## config.mk

```make
export PLATFORM = sky130hd
export DESIGN_NAME = vme_xcvr_sequencer
export DESIGN_NICKNAME = d
export VERILOG_FILES = /design/src/rtl/vme_xcvr_sequencer.sv
export SDC_FILE = /design/constraint.sdc
export NUM_CORES = 1
export LEC_CHECK = 0
export CAP_MARGIN = 10
export CORE_ASPECT_RATIO = 0.8
export CORE_UTILIZATION = 40
export DETAILED_ROUTE_END_ITERATION = 6
export SYNTH_ARGS = -nofsm -noshare
export SYNTH_HDL_FRONTEND = slang
export SYNTH_SLANG_ARGS = --single-unit
```

## constraint.sdc

```tcl
create_clock -name clk_i -period 4.2 [get_ports clk_i]
set_input_delay 1.05 -clock clk_i [delete_from_list [all_inputs] [get_ports clk_i]]
set_output_delay 1.05 -clock clk_i [all_outputs]
set_load 0.02 [all_outputs]
```

## src/rtl/vme_xcvr_sequencer.sv

```systemverilog
// vme_xcvr_sequencer: drives VME transceiver DIR/OE_N with break-before-make dead time
module vme_xcvr_sequencer #(
    parameter int g_DEAD_CYCLES = 2
) (
    input  logic clk_i,
    input  logic rst_i,
    input  logic req_i,
    input  logic rnw_i,
    input  logic mblt_i,
    output logic ready_o,
    output logic busy_o,
    output logic addr_dir_o,
    output logic addr_oe_n_o,
    output logic data_dir_o,
    output logic data_oe_n_o,
    output logic dtack_oe_o
);
    typedef enum logic [2:0] {LISTEN, WR, RD_OFF, RD_TURN, DRIVE, REL_OFF, REL_TURN} state_t;
    localparam logic [3:0] LOAD = 4'(g_DEAD_CYCLES - 1);
    state_t     state;
    logic [3:0] cnt;
    logic       mblt_q;
    // Single FSM; every output is registered against the state being entered.
    // dtack_oe_o is left untouched on REL_OFF entry so it stays 1 after a
    // completed cycle and stays 0 after an aborted read.
    always_ff @(posedge clk_i or posedge rst_i) begin
        if (rst_i) begin
            state       <= LISTEN;
            cnt         <= '0;
            mblt_q      <= 1'b0;
            ready_o     <= 1'b0;
            busy_o      <= 1'b0;
            addr_dir_o  <= 1'b0;
            addr_oe_n_o <= 1'b0;
            data_dir_o  <= 1'b0;
            data_oe_n_o <= 1'b1;
            dtack_oe_o  <= 1'b0;
        end else begin
            case (state)
                LISTEN: begin
                    if (req_i) begin
                        busy_o <= 1'b1;
                        mblt_q <= rnw_i & mblt_i;
                        if (!rnw_i) begin
                            state       <= WR;
                            data_oe_n_o <= 1'b0;
                            ready_o     <= 1'b1;
                            dtack_oe_o  <= 1'b1;
                        end else begin
                            state       <= RD_OFF;
                            cnt         <= LOAD;
                            addr_oe_n_o <= mblt_i;
                        end
                    end
                end
                WR, DRIVE: begin
                    if (!req_i) begin
                        state       <= REL_OFF;
                        cnt         <= LOAD;
                        addr_oe_n_o <= 1'b1;
                        data_oe_n_o <= 1'b1;
                        ready_o     <= 1'b0;
                    end
                end
                RD_OFF: begin
                    if (!req_i) begin
                        state       <= REL_OFF;
                        cnt         <= LOAD;
                        addr_oe_n_o <= 1'b1;
                    end else if (cnt != 4'd0) begin
                        cnt <= cnt - 4'd1;
                    end else begin
                        state      <= RD_TURN;
                        cnt        <= LOAD;
                        data_dir_o <= 1'b1;
                        addr_dir_o <= mblt_q;
                    end
                end
                RD_TURN: begin
                    if (!req_i) begin
                        state       <= REL_OFF;
                        cnt         <= LOAD;
                        addr_oe_n_o <= 1'b1;
                    end else if (cnt != 4'd0) begin
                        cnt <= cnt - 4'd1;
                    end else begin
                        state       <= DRIVE;
                        data_oe_n_o <= 1'b0;
                        addr_oe_n_o <= 1'b0;
                        ready_o     <= 1'b1;
                        dtack_oe_o  <= 1'b1;
                    end
                end
                REL_OFF: begin
                    if (cnt != 4'd0) begin
                        cnt <= cnt - 4'd1;
                    end else begin
                        state      <= REL_TURN;
                        cnt        <= LOAD;
                        addr_dir_o <= 1'b0;
                        data_dir_o <= 1'b0;
                        dtack_oe_o <= 1'b0;
                    end
                end
                REL_TURN: begin
                    if (cnt != 4'd0) begin
                        cnt <= cnt - 4'd1;
                    end else begin
                        state       <= LISTEN;
                        addr_oe_n_o <= 1'b0;
                        busy_o      <= 1'b0;
                    end
                end
                default: state <= LISTEN;
            endcase
        end
    end
endmodule
```

; Word level (Yosys, flattened, before mapping)
; Index checks and enable logic that the tools add are counted.
[word_totals]
inputBits = 5
register_bits = 15
word_cells = 91
output_inout_bits = 7
[classes]
eq_ne = 19
bitwise_logic = 1
n_mux = 42
reduce_logical = 18
addsub = 1
[op_table]
columns = op, count
row1 = $mux 4, 7
row2 = $mux 3, 8
row3 = $pmux 4 s6, 1
row4 = $ne 2x2->1 const B, 11
row5 = $pmux 3 s6, 1
row6 = $reduce_and 6->1, 3
row7 = $mux 1, 17
row8 = $reduce_and 4->1, 3
row9 = $eq 3x3->1 const B, 3
row10 = $pmux 1 s3, 3
row11 = $reduce_bool 4->1, 2
row12 = $eq 3x2->1 const B, 2
row13 = $ne 3x3->1 const B, 2
row14 = $pmux 1 s2, 3
row15 = $reduce_bool 3->1, 2
row16 = $reduce_bool 6->1, 1
row17 = $pmux 1 s4, 1
row18 = $reduce_bool 2->1, 2
row19 = $sub 4x1->4 const B, 1
row20 = $eq 3x1->1 const B, 1
row21 = $logic_not 3->1, 1
row22 = $reduce_and 3->1, 1
row23 = $reduce_or 3->1, 1
row24 = $mux 2, 1
row25 = other kinds (3), 3

; Depth between registers and ports, before layout
; Gate-level depths: netlist of run 1.
[depth]
ltp_word = 4
ltp_mapped = 9
mapped_depth_nobuf = 8

; Worst setup path after synthesis of run 1
; No wires, ideal clock.
[synth_timing]
path_type = input to register
startpoint = input req_i
endpoint = register cnt[3]
arrival_ns = 1.918
cell_stages = 5
path_slack_ns = 2.158
setup_ns = 0.124
n_path_buf = 1
required_time_ns = 4.076
cell_sequence = buf_2 nor3b_1 o21ai_0 nand2_1 a211o_1
[synth_via]
elab_chain_cells = 2
word_cells_on_any_way = 6
cone_classes = eq/ne: 2 / mux: 3 / reduce/logical: 1
[synth_rtl]
columns = element, line_no
row1 = from (decl), 7  ; input logic req_i,
row2 = "$mux 4, or another cell as far along", 80  ; if (!req_i) begin
row3 = $pmux 4 s6 / $reduce_and 4->1 (equally long branches), -
row4 = to (signal assigned), 71  ; cnt <= cnt - 4'd1;
row5 = to (signal assigned), 85  ; cnt <= cnt - 4'd1;
row6 = to (signal assigned), 96  ; cnt <= cnt - 4'd1;
row7 = to (decl), 21  ; logic [3:0] cnt;
; Parallel ways exist; a longest one is shown, timed or not.
; A chain may end at the register's enable or synchronous reset.

; Worst setup path in the final report of run 1
[layout_timing]
startpoint = input req_i
endpoint = register addr_oe_n_o
[layout_via]
elab_chain_cells = 2
word_cells_on_any_way = 5
cone_classes = eq/ne: 2 / mux: 2 / reduce/logical: 1
[layout_rtl]
columns = element, line_no
row1 = $mux 1 / $ne 2x2->1 (equally long branches), -
row2 = $pmux 1 s4 / $reduce_and 4->1 (equally long branches), -
row3 = to (signal assigned), 52  ; addr_oe_n_o <= mblt_i;
row4 = to (decl), 13  ; output logic addr_oe_n_o,
; Parallel ways exist; a longest one is shown, timed or not.

==> results of run 1 <==
[worst max path at each step]
stage | end | slack, ps | depth (start not counted)
floorplan | cnt[3] | 2160 | 5
global placement | addr_oe_n_o | 1230 | 5
detailed placement | addr_oe_n_o | 1180 | 5
CTS | addr_oe_n_o | 1490 | 5
global route | addr_oe_n_o | 1360 | 5
finish | addr_oe_n_o | 1460 | 5
[power groups by stage]
stage / clock network, mW / registers [mW] / logic [mW]
detailed placement: 0 / 0.317 / 0.457
finish: 0.0860 / 0.319 / 0.460
global route: 0.0942 / 0.332 / 0.517
floorplan: 0 / 0.283 / 0.374
CTS: 0.0879 / 0.315 / 0.460
global placement: 0 / 0.315 / 0.451
[worst max-delay path: stages]
cell,delay (ps)
clkdlybuf4s50_1,860
or3b_4,470
nor4b_2,260
a41oi_1,70
and3_1,220
[layout make-up]
type	instances	area (sq um)
Timing Repair Buffer	12	118
Inverter	7	26.3
Fill cell	243	1270
Clock buffer	4	26.3
Multi-Input combinational cell	94	577
Sequential cell	15	377
Tap cell	36	45.0
[cells by family after synthesis]
group / after synthesis
flops: 15
mux: 2
compound gates: 42
simple gates: 48
buf+inv: 16
fa+ha+maj: 2
[stage by stage]
| stage | instance area, sq um | power, mW | util (%) | hold WS [ps] |
|---|---|---|---|---|
| floorplan | 1030 | 0.658 | - | 472 |
| CTS | 1170 | 0.863 | 47.8 | 539 |
| global route | 1170 | 0.944 | 47.8 | 576 |
| detailed placement | 1140 | 0.774 | 46.8 | 508 |
| finish | 1170 | 0.865 | 47.8 | 527 |
| global placement | 1140 | 0.766 | 46.8 | 502 |
[per-layer routing]
layer,GRT usage (%),wire length (um),vias up
li1,-,-,462
met5,0,0,-
met1,27.1,1180,456
met3,5.14,122,4
met4,6.67,20,0
met2,25.0,984,30
[cells in the final DEF (no fill, tap or decap), types with 3 or more instances in the layout]
| cell | count |
|---|---|
| and3_1 | 3 |
| clkbuf_4 | 3 |
| a21oi_1 | 3 |
| o21ai_0 | 16 |
| nand2b_1 | 3 |
| nand3_1 | 5 |
| a31oi_1 | 5 |
| and2_1 | 3 |
| nand2_1 | 15 |
| clkdlybuf4s50_1 | 11 |
| inv_1 | 5 |
| dfrtp_1 | 14 |
| nor3b_1 | 3 |
| nor2_1 | 8 |
==> qor.yml, run 1 <==
synth-xor-area-share_pct: 0
synth-main-ff-cell: "dfrtp_1"
setup_violations: 0
worstSetupPathType: "in -> reg"
routedWlPerCell_um: 13.8
clockRootBuffer: "clkbuf_4"
yosys_register_bits: 15
place_congestion: 0.783
max-vdd-ir-drop_mv: 0.290
dieWidth_um: 58.9
yosys.area_share.simple_pct: 25.4
grt.overflow.total: 0
drtIter0Drc: 44
numCtsBuffers: 3
row_count: 16
core_area_sq_mm: 0.00244
insertedDiodeCount: 0
r2r-start: "cnt[0]"
yosysMostFrequentCell: "o21ai_0"
status: "complete, no violations"
ys_warn_count: 0
hpwl_mm: 1.57
finish.net_count: 140
pre_cts_slack_ps: 1180
power.leakage_nw: 0.480
vias_per_cell: 5.67
synth_area_leaders: "dfrtp_1, o21ai_0, nand2_1"
reg_top3: "cnt x4, state x3"
synthCells: 125
combinationalPowerShare_pct: 53.2
synth-async-reset-ratio_pct: 100
finalClockSkew_ps: 3.95
min_path_cells: 2
syn-num-nets: 132
synth_top_family_by_area: "compound AO/OA/AOI/OAI gates"
path_clk_slew_ps: 100
min_to: "data_dir_o"
clkPwrFrac_pct: 9.9
holdCritPathClass: "reg -> reg"
period_share_pct: 65.3
critPathCaptureType: "flop"
intPower_uw: 462
ys_types: 43
yosys-mux-area-fraction_pct: 1.93
syn-cell-area_sq_mm: 0.00103
placedCellCount: 164
yosysTopAreaCell: "dfrtp_1"
area_growth_syn_to_layout_pct: 12.9
worst_slack_ps: 1460
cts_tree: "yes"
drt_wl_total_mm: 2.31
die-area_sq_mm: 0.00280
hold_buffers: 0
maxCapViolations: 0
r2r_setup_slack_ps: 2050
cts.sinks: 15
min_from: "data_dir_o"
rsz0062_at_grt: "no"
p_per_area_mw_per_mm2: 740
cp.required_ps: 4390
cp-startpoint: "req_i"
start_util_pct: 42.4
insertion_delay_ps: 290
grt_pass1_vias: 799
h-tree-depth: 1
die_h_um: 47.5
max_freq_ghz: 0.365
start_kind: "input pin"
synth_edf_count: 0
tightest_slew_ps: 760
relSlewSlack_pct: 49.4
grt_first_pass_wirelength_mm: 3.71
rr_endpoint: "cnt[0]"
dr.pass1.iters: 4
p_sw_share_pct: 46.6
cts.repair.resized: 0
fin_tns_setup_ps: 0
slew_viol_final: 0
synth_compound_area_share_pct: 26.0
ys_seq_area_share_pct: 36.4
vias: 952
antenna_found_initial: 0
port_buffers: 11
io_pins: 12
synth_top_area_share_pct: 33.9
drive_gt1_share_pct: 7.58
hold_viol_final: 0
path_max_fanout: 20
post-cts-setup-buffers: 0
largest_register_ffs: 4
largest-register: "cnt"
stdcell_count: 168
layout_min_cycle_time_ps: 2740
drc: 0
switchingPower_uw: 404
drtAntennaViolNets: 0
cp_data_arrival_time_ps: 2930
clock_path_buffers: 2
synth_commonest_cells: "o21ai_0, nand2_1, dfrtp_1, nor2_1"
grt_max_degree: 26
syn_avg_cell_area_sq_um: 8.28
grt_util_all_layers_pct: 18.3
rr_worst_depth: 8
synthAdderAreaFrac_pct: 2.42
seqPwrFrac_pct: 36.9
Power figures use the tool's default switching activity.
==> inputs of run 2 (changes only) <==
- clock period: 4.2 -> 2.64 ns (I/O delays scaled with it)
==> qor.yml, run 2 (synthesis gave the netlist of run 1 again) <==
status: "complete, no violations"
combinationalPowerShare_pct: 57.0  # +3.8 points
setup_violations: 0  # unchanged
h-tree-depth: 1  # unchanged
die-area_sq_mm: 0.00280  # unchanged
cp_data_arrival_time_ps: 2260  # -670 ps
dr.pass1.iters: 4  # unchanged
critPathCaptureType: "flop"
finish.net_count: 142  # +1.4%
period_share_pct: 79.4
seqPwrFrac_pct: 33.3  # -3.6 points
clkPwrFrac_pct: 9.7  # -0.2 points
io_pins: 12  # unchanged
fin_area_sq_mm: 0.00118  # +1.3%
rsz0062_at_grt: "no"
clockRootBuffer: "clkbuf_4"
fin_tns_setup_ps: 0  # unchanged
drive_gt1_share_pct: 8.96  # +1.4 points
core_area_sq_mm: 0.00244  # unchanged
largest_register_ffs: 4  # unchanged
final_cell_mix: "o21ai_0, nand2_1, dfrtp_1"
path_max_fanout: 6  # -70%
vias: 920  # -3.4%
worstSetupPathType: "reg -> reg"
maxCapViolations: 0  # unchanged
numCtsBuffers: 3  # unchanged
grt_util_all_layers_pct: 17.5  # -0.78 points
relSlewSlack_pct: 59.0  # +9.7 points
p_per_area_mw_per_mm2: 1170  # +58%
largest-register: "cnt"
power.leakage_nw: 0.489  # +1.9%
stdcell_count: 170  # +1.2%
hpwl_mm: 1.57  # +0.25%
post-cts-setup-buffers: 0  # unchanged
path_clk_slew_ps: 90  # about the same
intPower_uw: 744  # +61%
placedCellCount: 166  # +1.2%
final_common_cell: "o21ai_0"
die_h_um: 47.5  # unchanged
cts_tree: "yes"
grt_max_degree: 25  # -3.8%
start_kind: "flop"
drt_wl_total_mm: 2.29  # -0.78%
insertion_delay_ps: 290  # about the same
area_growth_syn_to_layout_pct: 14.4
postPlaceCellArea_sq_mm: 0.00116  # +1.3%
drtAntennaViolNets: 0  # unchanged
grt_pass1_vias: 712  # -11%
insertedDiodeCount: 0  # unchanged
cts.repair.resized: 0  # unchanged
layout_min_cycle_time_ps: 2100
drtIter0Drc: 40  # -9.1%
slew_viol_final: 0  # unchanged
clock_path_buffers: 2  # unchanged
grt.overflow.total: 0  # unchanged
reg_top3: "cnt x4, state x3"
max-vdd-ir-drop_mv: 0.477  # +65%
hold_buffers: 0  # unchanged
tightest_slew_ps: 614  # -145 ps
max_freq_ghz: 0.477
start_util_pct: 42.4  # unchanged
dieWidth_um: 58.9  # unchanged
routedWlPerCell_um: 13.5  # -1.9%
finalClockSkew_ps: 7.67  # +3.72 ps
vias_per_cell: 5.41  # -4.5%
place_congestion: 0.830  # +6.0%
p_sw_share_pct: 46.3  # -0.38 points
switchingPower_uw: 641  # +59%
cp.required_ps: 2800  # -1590 ps
row_count: 16  # unchanged
drc: 0  # unchanged
port_buffers: 11  # unchanged
antenna_found_initial: 0  # unchanged
grt_first_pass_wirelength_mm: 3.53  # -4.9%
holdCritPathClass: "reg -> reg"
hold_viol_final: 0  # unchanged
cts.sinks: 15  # unchanged
==> run 2: cell count changes in the layout (fill, tap and decap cells not counted), sizes merged <==
cell | previous run | this run
buf | 1 | 3
==> run 2: per-stage QoR <==
step	hold WS (ps)	total power, mW	worst slack, ps	util, %
floorplan	472	1.05	668	-
global placement	503	1.24	431	47.4
detailed placement	500	1.25	343	47.4
CTS	532	1.39	532	48.5
global route	555	1.51	311	48.5
finish	528	1.38	545	48.5
==> run 2: final timing paths <==
| check | startpoint | to | slack [ps] | depth (start not counted) |
|---|---|---|---|---|
| setup / recovery | cnt[0] | cnt[0] | 540 | 7 |
| hold / removal | data_dir_o | data_dir_o | 530 | 2 |
| setup reg to reg | cnt[0] | cnt[0] | 540 | 7 |
| hold reg to reg | data_dir_o | data_dir_o | 530 | 2 |
| max in group asynchronous | rst_i | cnt[1] | 1540 | 2 |
| min in group asynchronous | rst_i | state[1] | 720 | 2 |
==> run 2: worst max-delay path, stage by stage (launching register included) <==
cell and delay, ps:
dfrtp_1 390, inv_1 110, ha_1 210, nor3b_1 310
inv_2 130, ha_1 300, a2111oi_0 430, a221oi_1 90
==> run 2: routing by layer <==
| layer | GRT usage [%] | vias to the layer above | wire (um) |
|---|---|---|---|
| met4 | 4.29 | 0 | 8 |
| met3 | 5.68 | 2 | 137 |
| met5 | 0 | - | 0 |
| met2 | 23.9 | 30 | 964 |
| li1 | - | 468 | - |
| met1 | 26.2 | 420 | 1180 |
==> run 2: final cells by class <==
type	count	area, sq um
fill	257	1260
multi-input combinational	94	577
sequential	15	377
timing repair buffer	14	133
tap	36	45.0
clock buffer	4	26.3
inverter	7	26.3
==> run 2: power groups by stage <==
stage / clock network, mW / registers [mW] / logic [mW]
floorplan: 0 / 0.450 / 0.596
global placement: 0 / 0.464 / 0.772
detailed placement: 0 / 0.464 / 0.783
CTS: 0.144 / 0.459 / 0.791
global route: 0.152 / 0.481 / 0.880
finish: 0.135 / 0.461 / 0.789
